==> src/rtl/red_tree_collector_pkg.sv <==
// rtl/red_tree_collector_pkg.sv - shared widths, FSM state and result record for the reduction-tree collector
package red_tree_collector_pkg;

  localparam int N_DEF = 32;
  localparam int W_DEF = 8;
  localparam int V_DEF = 3;

  function automatic int sum_width(input int n, input int w);
    return w + $clog2(n);
  endfunction

  function automatic int node_idx_width(input int n);
    return $clog2(n - 1);
  endfunction

  localparam int S_DEF  = sum_width(N_DEF, W_DEF);
  localparam int NI_DEF = node_idx_width(N_DEF);

  typedef enum logic {
    IDLE  = 1'b0,
    DRAIN = 1'b1
  } state_t;

  // One drained result as seen by the output-buffer writer.
  typedef struct packed {
    logic [S_DEF-1:0]  sum;
    logic [V_DEF-1:0]  vec_id;
    logic [NI_DEF-1:0] node;
    logic              last;
  } result_t;

endpackage

==> src/rtl/red_lsb_select.sv <==
// rtl/red_lsb_select.sv - lowest-set-bit selector: one-hot grant, binary index, single-bit flag
module red_lsb_select #(
  parameter int M  = 31,
  parameter int IW = $clog2(M)
) (
  input  logic [M-1:0]  mask,
  output logic [M-1:0]  grant,
  output logic [IW-1:0] index,
  output logic          one_hot
);

  assign grant   = mask & (~mask + M'(1));
  assign one_hot = (mask != '0) && ((mask & (mask - M'(1))) == '0);

  // Scan high to low so the last hit written is the lowest set bit.
  always_comb begin
    index = '0;
    for (int i = M - 1; i >= 0; i--) begin
      if (mask[i]) index = IW'(i);
    end
  end

endmodule

==> src/rtl/red_tree_collector.sv <==
// rtl/red_tree_collector.sv - captures one tree frame and drains valid node sums in ascending order
module red_tree_collector
  import red_tree_collector_pkg::*;
#(
  parameter int N  = 32,
  parameter int W  = 8,
  parameter int V  = 3,
  parameter int S  = sum_width(N, W),
  parameter int NI = node_idx_width(N)
) (
  input  logic                 clk,
  input  logic                 rst,
  input  logic                 in_valid,
  output logic                 in_ready,
  input  logic [(N-1)*S-1:0]   in_sums,
  input  logic [N-2:0]         in_valids,
  input  logic [(N-1)*V-1:0]   in_vec_ids,
  output logic                 out_valid,
  input  logic                 out_ready,
  output logic [S-1:0]         out_sum,
  output logic [V-1:0]         out_vec_id,
  output logic [NI-1:0]        out_node,
  output logic                 out_last,
  output logic [15:0]          frames_done
);

  localparam int M = N - 1;

  state_t          state;
  logic [S-1:0]    sum_q [M];
  logic [V-1:0]    id_q  [M];
  logic [M-1:0]    mask_q;
  logic [M-1:0]    grant;
  logic [NI-1:0]   sel;
  logic            one_left;
  logic            take;
  logic            accept;

  red_lsb_select #(.M(M), .IW(NI)) u_lsb_select (
    .mask    (mask_q),
    .grant   (grant),
    .index   (sel),
    .one_hot (one_left)
  );

  assign out_valid = (state == DRAIN);
  assign out_node  = sel;
  assign out_last  = one_left;
  assign in_ready  = (state == IDLE) || (out_ready && one_left);
  assign take      = out_valid && out_ready;
  assign accept    = in_valid && in_ready;

  // AND-OR mux on the grant so an empty mask reads as zero.
  always_comb begin
    out_sum    = '0;
    out_vec_id = '0;
    for (int i = 0; i < M; i++) begin
      out_sum    = out_sum | (sum_q[i] & {S{grant[i]}});
      out_vec_id = out_vec_id | (id_q[i] & {V{grant[i]}});
    end
  end

  always_ff @(posedge clk) begin
    if (rst) begin
      state       <= IDLE;
      mask_q      <= '0;
      frames_done <= '0;
      for (int i = 0; i < M; i++) begin
        sum_q[i] <= '0;
        id_q[i]  <= '0;
      end
    end else begin
      if (take) begin
        mask_q <= mask_q & ~grant;
        if (one_left) begin
          frames_done <= frames_done + 16'd1;
          state       <= IDLE;
        end
      end
      // A new frame only lands in DRAIN on the final handshake, so it overrides the clear above.
      if (accept) begin
        for (int i = 0; i < M; i++) begin
          sum_q[i] <= in_sums[i*S +: S];
          id_q[i]  <= in_vec_ids[i*V +: V];
        end
        mask_q <= in_valids;
        state  <= (in_valids != '0) ? DRAIN : IDLE;
      end
    end
  end

endmodule

==> config.mk <==
export PLATFORM = sky130hd
export DESIGN_NAME = red_tree_collector
export DESIGN_NICKNAME = d
export VERILOG_FILES = /design/src/rtl/red_tree_collector_pkg.sv /design/src/rtl/red_lsb_select.sv /design/src/rtl/red_tree_collector.sv
export SDC_FILE = /design/constraint.sdc
export NUM_CORES = 1
export LEC_CHECK = 0
export CAP_MARGIN = 15
export CORE_AREA = 2 2 237 239
export CTS_CLUSTER_SIZE = 24
export DETAILED_ROUTE_END_ITERATION = 8
export DIE_AREA = 0 0 239 241
export PLACE_DENSITY_LB_ADDON = 0.15
export SLEW_MARGIN = 40
export SYNTH_ARGS = -nofsm -noshare
export SYNTH_HDL_FRONTEND = slang
export SYNTH_SLANG_ARGS = --single-unit
==> constraint.sdc <==
create_clock -name clk -period 17.15 [get_ports clk]
set_input_delay 3.43 -clock clk [delete_from_list [all_inputs] [get_ports clk]]
set_output_delay 3.43 -clock clk [all_outputs]
set_load 0.03 [all_outputs]
# Yosys cells after proc, flatten, opt, wreduce, memory -nomap -nowiden
# Memory sizes are Yosys's and may differ from the RTL's.
# Index checks and enable logic that the tools add are counted.
[classes] bitwise_logic=190 n_reduce_logical=12 n_div=0 add_sub_neg=3 n_mux=104 shift=0 n_eq_ne=0 mul=0 n_lt_le_gt_ge=0
[op_table] operator="13-bit bitwise AND" count=31
[op_table] operator="13-bit 2-to-1 mux" count=31
[op_table] operator="13-bit OR" count=30
[op_table] operator="5-bit 2-to-1 mux" count=31
[op_table] operator="3-bit bitwise AND" count=31
[op_table] operator="31-bit bitwise AND" count=3
[op_table] operator="3-bit 2-to-1 mux" count=31
[op_table] operator="3-bit OR" count=30
[op_table] operator="31-bit 2-to-1 mux" count=2
[op_table] operator="31-bit NOT" count=2
[op_table] operator="1-bit OR" count=62
[op_table] operator="31-bit nonzero test" count=2
[op_table] operator="31-bit by 1-bit adder with 31-bit output, second input constant" count=1
[op_table] operator="31-bit zero test" count=1
[op_table] operator="31-bit by 1-bit subtractor with 31-bit output, second input constant" count=1
[op_table] operator="16-bit by 1-bit adder with 16-bit output, second input constant" count=1
[op_table] operator="1-bit 2-to-1 mux" count=9
[op_table] operator="1-bit logical AND" count=4
[op_table] operator="2-bit AND reduction" count=2
[op_table] operator="2-bit nonzero test" count=2
[op_table] operator="1-bit logical OR" count=1
[op_table] operator="1-bit NOT" count=1
[word_totals] n_memories=2 rom_bits=0 latchBits=0 mem_bits_rw=496 word_cells=314 regBits=48
[memory_table] name="sum_q" words=31 word_bits=13 rd=31 rd_ports_with_merged_regs=0 write_ports=31 line_no="red_tree_collector.sv:30" source="logic [S-1:0] sum_q [M];"
[memory_table] name="id_q" words=31 word_bits=3 rd=31 rd_ports_with_merged_regs=0 write_ports=31 line_no="red_tree_collector.sv:31" source="logic [V-1:0] id_q [M];"

# Logic depth before layout (Yosys ltp)
[depth] word_depth=34 mapped_depth=12 depth_no_buf=9

# Cells and area by module
# From an unflattened synthesis, not the netlist that was laid out.
[unflattened] hier_cells=1797 area_unflattened_um2=23871.6
[by_module_without_submodules] mod="red_tree_collector" cells_each=1638 area_per_inst_um2=22868.2 instances=1
[by_module_without_submodules] mod="red_lsb_select" cells_each=159 area_per_inst_um2=1003.5 instances=1

# Worst setup path before layout
# Ideal clock, no wire load.
[synth_timing] path_kind="input port to flip-flop" from="input port rst" to="memory id_q[0][0] (enable)" required_ns=16.199 path_buffers=3 t_arrival_ns=16.123 setup_ns=0.951 path_slack_ns=0.075 cell_stages=4 path_cell_list="clkbuf_1 clkbuf_1 clkbuf_1 nand2b_1"
[synth_lines] item="start: declaration" line_no="red_tree_collector.sv:12" source="input logic rst,"
[synth_lines] item="end: declaration" line_no="red_tree_collector.sv:31"

# Worst setup path in the final report
[layout_timing] from="input port out_ready" to="output port in_ready"
[layout_via] elab_chain_cells=2
[layout_lines] item="start: declaration" line_no="red_tree_collector.sv:19" source="input logic out_ready,"
[layout_lines] item="1-bit logical AND" line_no="red_tree_collector.sv:49" source="assign in_ready = (state == IDLE) || (out_ready && one_left);"
[layout_lines] item="1-bit logical OR" line_no="red_tree_collector.sv:49"
[layout_lines] item="end: declaration" line_no="red_tree_collector.sv:14" source="output logic in_ready,"
# No other way between the ends.

==> impl_metrics.csv <==
group,metric,value,unit
outcome,status,"completed",
sta,maxSlewHeadroom,39.2,%
global_routing,gr-total-overflow,0,
clock_network,cts_buffer_depth,3,
global_routing,top_usage_layer,"met2",
final_layout,design_area,32700,sq um
clock_network,cts_root_buf,"clkbuf_16",
sta,setup_tns,0,ns
routing,viasPerCell,5.62,
sta,finalCritPeriodShare,49.5,%
power,ir_drop,81.1,uV
worst_setup_path,arrival,5.06,ns
sta,finalSetupViolations,0,
routing,wl_per_cell,25.9,um
floorplan,core,54900,sq um
hold_path,holdPathEnd,"frames_done[6]$_SDFFE_PP0P_",
synth,syn_inst,1905,
worst_setup_path,setup.worst_path.start_class,"primary input",
synth,yosysUniqueCellTypes,79,
global_routing,met1_usage,37.7,%
place,postPlaceCellArea,30800,sq um
global_routing,use_met2,44.7,%
floorplan,row_count,86,
global_routing,grt_pass1_vias,17900,
floorplan,die_w,239,um
clock_network,hold_buffers,0,
clock_network,clk_pin_slew_worst_paths,0.06,ns
worst_setup_path,critPathCaptureType,"output port",
run,max_cap_violations,0,
worst_setup_path,required,13.72,ns
synth,ys_ff_latch,544,
final_layout,layout_commonest_cell,"clkdlybuf4s50_1",
clock_network,h-tree-depth,2,
worst_setup_path,r2r-end,"sum_q[1][76]$_SDFFCE_PP0P_",
sta,hold_viol_final,0,
worst_setup_path,rr_worst_depth,12,
global_routing,grt_pass1_wl,117000,um
routing,ant_nets,0,
clock_network,cts_setup_buffers,0,
final_layout,layout-drive-gt1-share,6.71,%
worst_setup_path,worstPathCellList,"clkdlybuf4s50_1 -> inv_1 -> o21ai_0 -> clkdlybuf4s50_1",
power,cellPowerDensity,101,nW/um^2
synth,synth_edf_count,496,
final_layout,nFillCells,4357,
worst_setup_path,crit_family,"buffers and inverters",
final_layout,syn_to_final_growth,33.7,%
synth,ys.flop_type,"edfxtp_1",
routing,drt_iter0_markers,1888,
hold_path,worstHoldStart,"frames_done[6]$_SDFFE_PP0P_",
floorplan,die-area,57600,sq um
sta,whs,0.515,ns
place,place_ws,8.66,ns
routing,num_vias,18000,
routing,drc,0,
clock_network,cts_made_buffers,56,
final_layout,layout_common_cells,"569 x clkdlybuf4s50_1, 496 x edfxtp_1, 299 x and2_1, 219 x nor2b_1, 98 x a22oi_1",
place,port_buffers,570,
routing,wirelength,82700,um
worst_setup_path,reg2reg_from,"mask_q[0]$_SDFFE_PP0P_",
sta,rsz0062_at_grt,"false",
floorplan,die_h,241,um
power,power,3.32,mW
final_layout,fin_nets,2959,
global_routing,grtUsageMet3,6.82,%
final_layout,fin_util,59.6,%
clock_network,cts_tree,"yes",
synth,syn_nets,2437,
worst_setup_path,startpoint,"out_ready",
worst_setup_path,cpPeakStageDelay,0.72,ns
sta,drv_slew,0,
clock_network,cts.repair.resized,0,
synth,ys_warn_count,0,
hold_path,hold_depth,2,
worst_setup_path,cp_max_fo,5,
synth,ys_async_sr_fraction,0,%
hold_path,hp-class,"flip-flop to flip-flop",
worst_setup_path,crit_type,"primary input to output port",
sta,worst_pin_slew,0.890,ns
floorplan,initial_core_util,44.6,%
global_routing,grt_max_degree,175,
worst_setup_path,crit_buf_inv,3,
global_routing,grtUsageTotal,28.1,%
worst_setup_path,cp_common_cell,"clkdlybuf4s50_1",
clock_network,clock-sinks,544,
global_routing,antenna_found_initial,29,
sta,fin_skew,0.0180,ns
worst_setup_path,reg2reg_slack,11.50,ns
clock_network,worst_skew_pair.late_latency,0.61,ns
synth,syn_area,24500,sq um
final_layout,post_layout_nonfiller_instances,3197,
place,dp.cells,3070,
sta,setup_slack,8.66,ns
worst_setup_path,slowest_stage,"clkdlybuf4s50_1",
sta,max_freq,118,MHz
place,hpwl,60900,um
floorplan,num_io_pins,571,
place,gp_congestion,0.907,
synth,yosysSeqAreaShare,64.7,%
power,leakagePower,11.9,nW
synth,post_synth.cell_area_avg,12.9,sq um
routing,drtPass1Iterations,5,
sta,finalCriticalPeriod,8.49,ns
[registers in the layout, indices dropped and copies added (netlist names)]
name         count
sum_q          403
mask_q          31
frames_done     16
id_q            93
out_valid        1
[cells by family after synthesis]
family / count (synthesis) / share of synthesized area, %
mux: 31 / 1.31
simple gates: 811 / 19.7
fa+ha+maj: 3 / 0.133
xor+xnor: 3 / 0.107
compound gates: 357 / 11.3
buf+inv: 156 / 2.68
flops: 544 / 64.7
[cell usage after synthesis, drive strengths merged (31+ instances only)]
cell	instances	area [sq um]
a21oi	31	170
edfxtp	496	14900
nor2	74	294
dfxtp	48	961
a221oi	53	464
a22oi	98	736
nor2b	219	1370
clkbuf	100	375
buf	40	221
and2	300	1880
nand3	50	250
nand2	60	228
o21ai	36	180
[worst min-delay path, cell delays in order (launching register included)]
cell     delay, ns
dfxtp_1       0.34
o31ai_1       0.08
a21oi_1       0.06
[worst max path at each step]
stage          cells past startpoint  slack (ns)                       end
5_1_grt                            4        8.55                  in_ready
6_report                           4        8.66                  in_ready
2_1_floorplan                      4        0.08  id_q[0][0]$_SDFFCE_PN0P_
4_1_cts                            4        8.65                  in_ready
3_3_place_gp                       4        8.66                  in_ready
3_5_place_dp                       4        8.66                  in_ready
[report_power, final]
group | switching [mW] | leakage [nW] | total, mW | internal (mW)
clock network | 0.519 | 0.884 | 1.21 | 0.689
logic | 0.269 | 5.29 | 0.493 | 0.224
registers | 0.0438 | 5.71 | 1.62 | 1.58
total | 0.832 | 11.9 | 3.32 | 2.49
[routing by layer]
metal | routed length [um] | vias up
met5 | 83 | -
met4 | 2110 | 14
met1 | 33800 | 8740
li1 | - | 8229
met2 | 39100 | 873
met3 | 7630 | 113
[final cells by class]
class                   instances  area [sq um]  share of cell area, %
diodes                         20          50.0                  0.153
clock buffers                  72          1490                   4.56
clock inverters                32           295                  0.902
inverters                      16          60.1                  0.183
multi-input cells            1205          8070                   24.6
flip-flops and latches        544         15900                   48.4
well taps                     704           881                   2.69
repair buffers                604          6030                   18.4
Note: power is estimated with default switching activity, not from simulation.
==> edit, RTL diff (config.mk and constraints unchanged) <==
`V`: 3 -> 2.
--- a/src/rtl/red_tree_collector.sv
+++ b/src/rtl/red_tree_collector.sv
@@ -4,7 +4,7 @@
 #(
   parameter int N  = 32,
   parameter int W  = 8,
-  parameter int V  = 3,
+  parameter int V  = 2,
   parameter int S  = sum_width(N, W),
   parameter int NI = node_idx_width(N)
 ) (
Interface: changed (resized in_vec_ids and out_vec_id); port bits go from 571 to 539. The function was not compared with the original's and may differ.
==> edit against the unedited design <==
Total power is 5.9% lower; area after synthesis is 6.3% lower; cell area is 5.5% lower; setup slack worse by 1.2 ns; sequential cell count is 31 lower; routed wire length is 8.5% lower; non-clock buffer count is 31 lower; critical path type unchanged.
==> edit: results (changes against the unedited design) <==
PwrDens: 101 nW/µm² (-0.34%)
WHS Endpoint: frames_done[15]
initial antenna violation count: 30 (+3.4%)
post-synthesis cell count: 1815 (-4.7%)
Inverters: 19 (+3)
Wirelength per Cell: 24.6 µm (-4.8%)
Sequential Area: 14900 µm² (-5.9%)
GRT met1 Usage: 32.1% (-5.6 points)
met3 usage: 6.06% (-0.75 points)
R2R cell count: 11 (-1)
layout sequential cell count: 513 (-5.7%)
multi-input gates: 1143 (-5.1%)
met2 Usage GRT: 41.9% (-2.8 points)
reg2reg start: mask_q[1]
Seq group: 1.51 mW (-7%)
sequential area share after synthesis: 65.1% (+0.31 points)
CP Max Fanout: 22 (+17)
met3 WL: 5970 µm (-22%)
Plain + repair buffers: 573 (-5.1%)
multi-input logic area: 7490 µm² (-7.2%)
first-pass GRT wire length: 107000 µm (-7.9%)
P_int: 2.37 mW (-4.6%)
All-Layer GR Usage: 25.4% (-2.7 points)
# clk buffers: 77 (+6.9%)
Area after DPL: 29100 µm² (-5.6%)
clock network fraction of total power: 37.8% (+1.4 points)
worst r2r dst: sum_q[1][190]
syn avg cell area: 12.6 µm² (-1.7%)
# fillers: 4581 (+5.1%)
pre-CTS setup slack: 7.49 ns (-1.17 ns)
Post-Synth Adder-Cell Area: 0.0982% (-0.035 points)
global placer's final weighted congestion: 0.839 (-7.4%)
Post-synth EDFFs: 465 (-6.3%)
CP arrival: 6.30 ns (+1.24 ns)
outcome: finished clean
Syn Nets: 2316 (-5.0%)
pin count of the biggest net entering global routing: 125 (-29%)
n_diodes: 19 (-5.0%)
# port buffers: 538 (-5.6%)
nets: 2807 (-5.1%)
drt initial violations: 1704 (-9.7%)
top cells by area, synth: edfxtp_1 61%, and2_1 7.5%, nor2b_1 5.4%
ClkCell Share: 5.76% (+0.30 points)
Post-Route WL: 75700 µm (-8.5%)
metal2 WL: 37100 µm (-5.2%)
worst reg2reg setup slack: 11.33 ns (-0.17 ns)
xor-xnor portion of the synthesized cell area: 0.0382% (-0.069 points)
hpwl dp: 54800 µm (-10%)
synth unique cells: 64 (-19%)
drt first pass iters: 6 (+1)
crit-path max cell delay: 0.80 ns (+0.08 ns)
Setup Skew: 0.0199 ns (+0.00193 ns)
compound-cell area share of the yosys netlist: 11.6% (+0.34 points)
total placed cells including tap cells: 2952 (-3.8%)
NonClk Buf Share: 18.5% (+0.10 points)
Sequential Power Share: 48.4% (-0.4 points)
worst-case vdd ir drop: 84.7 µV (+4.5%)
vias: 17000 (-5.1%)
mux cell area share after synthesis: 0.349% (-0.96 points)
layout cell share with drive strength beyond 1: 5.92% (-0.79 points)
==> edit: cell types whose count changed in the layout (fill, tap and decap cells not counted), sizes merged, moves of 18 or more <==
cell           change
a22oi             -37
nand2             +37
a222oi            +36
clkdlybuf4s50     -33
nor2              -32
edfxtp            -31
a22o              -26
and2              -24
a221oi            -21
nor2b             -21
a21oi             +18
==> edit: tightest hold or removal path, cell delays in order (launching register included) <==
cell and delay [ns]:
dfxtp_1 0.32, o31ai_1 0.07, a21oi_1 0.05
==> edit: worst max-delay path by stage <==
stage | depth (start not counted) | slack [ns] | from | end
final | 6 | 7.42 | out_ready | in_ready
after detailed placement | 6 | 7.49 | out_ready | in_ready
after CTS | 6 | 7.47 | out_ready | in_ready
after global routing | 6 | 7.32 | out_ready | in_ready
after floorplan | 5 | 0.02 | out_ready | id_q[0][0]
after global placement | 6 | 7.48 | out_ready | in_ready
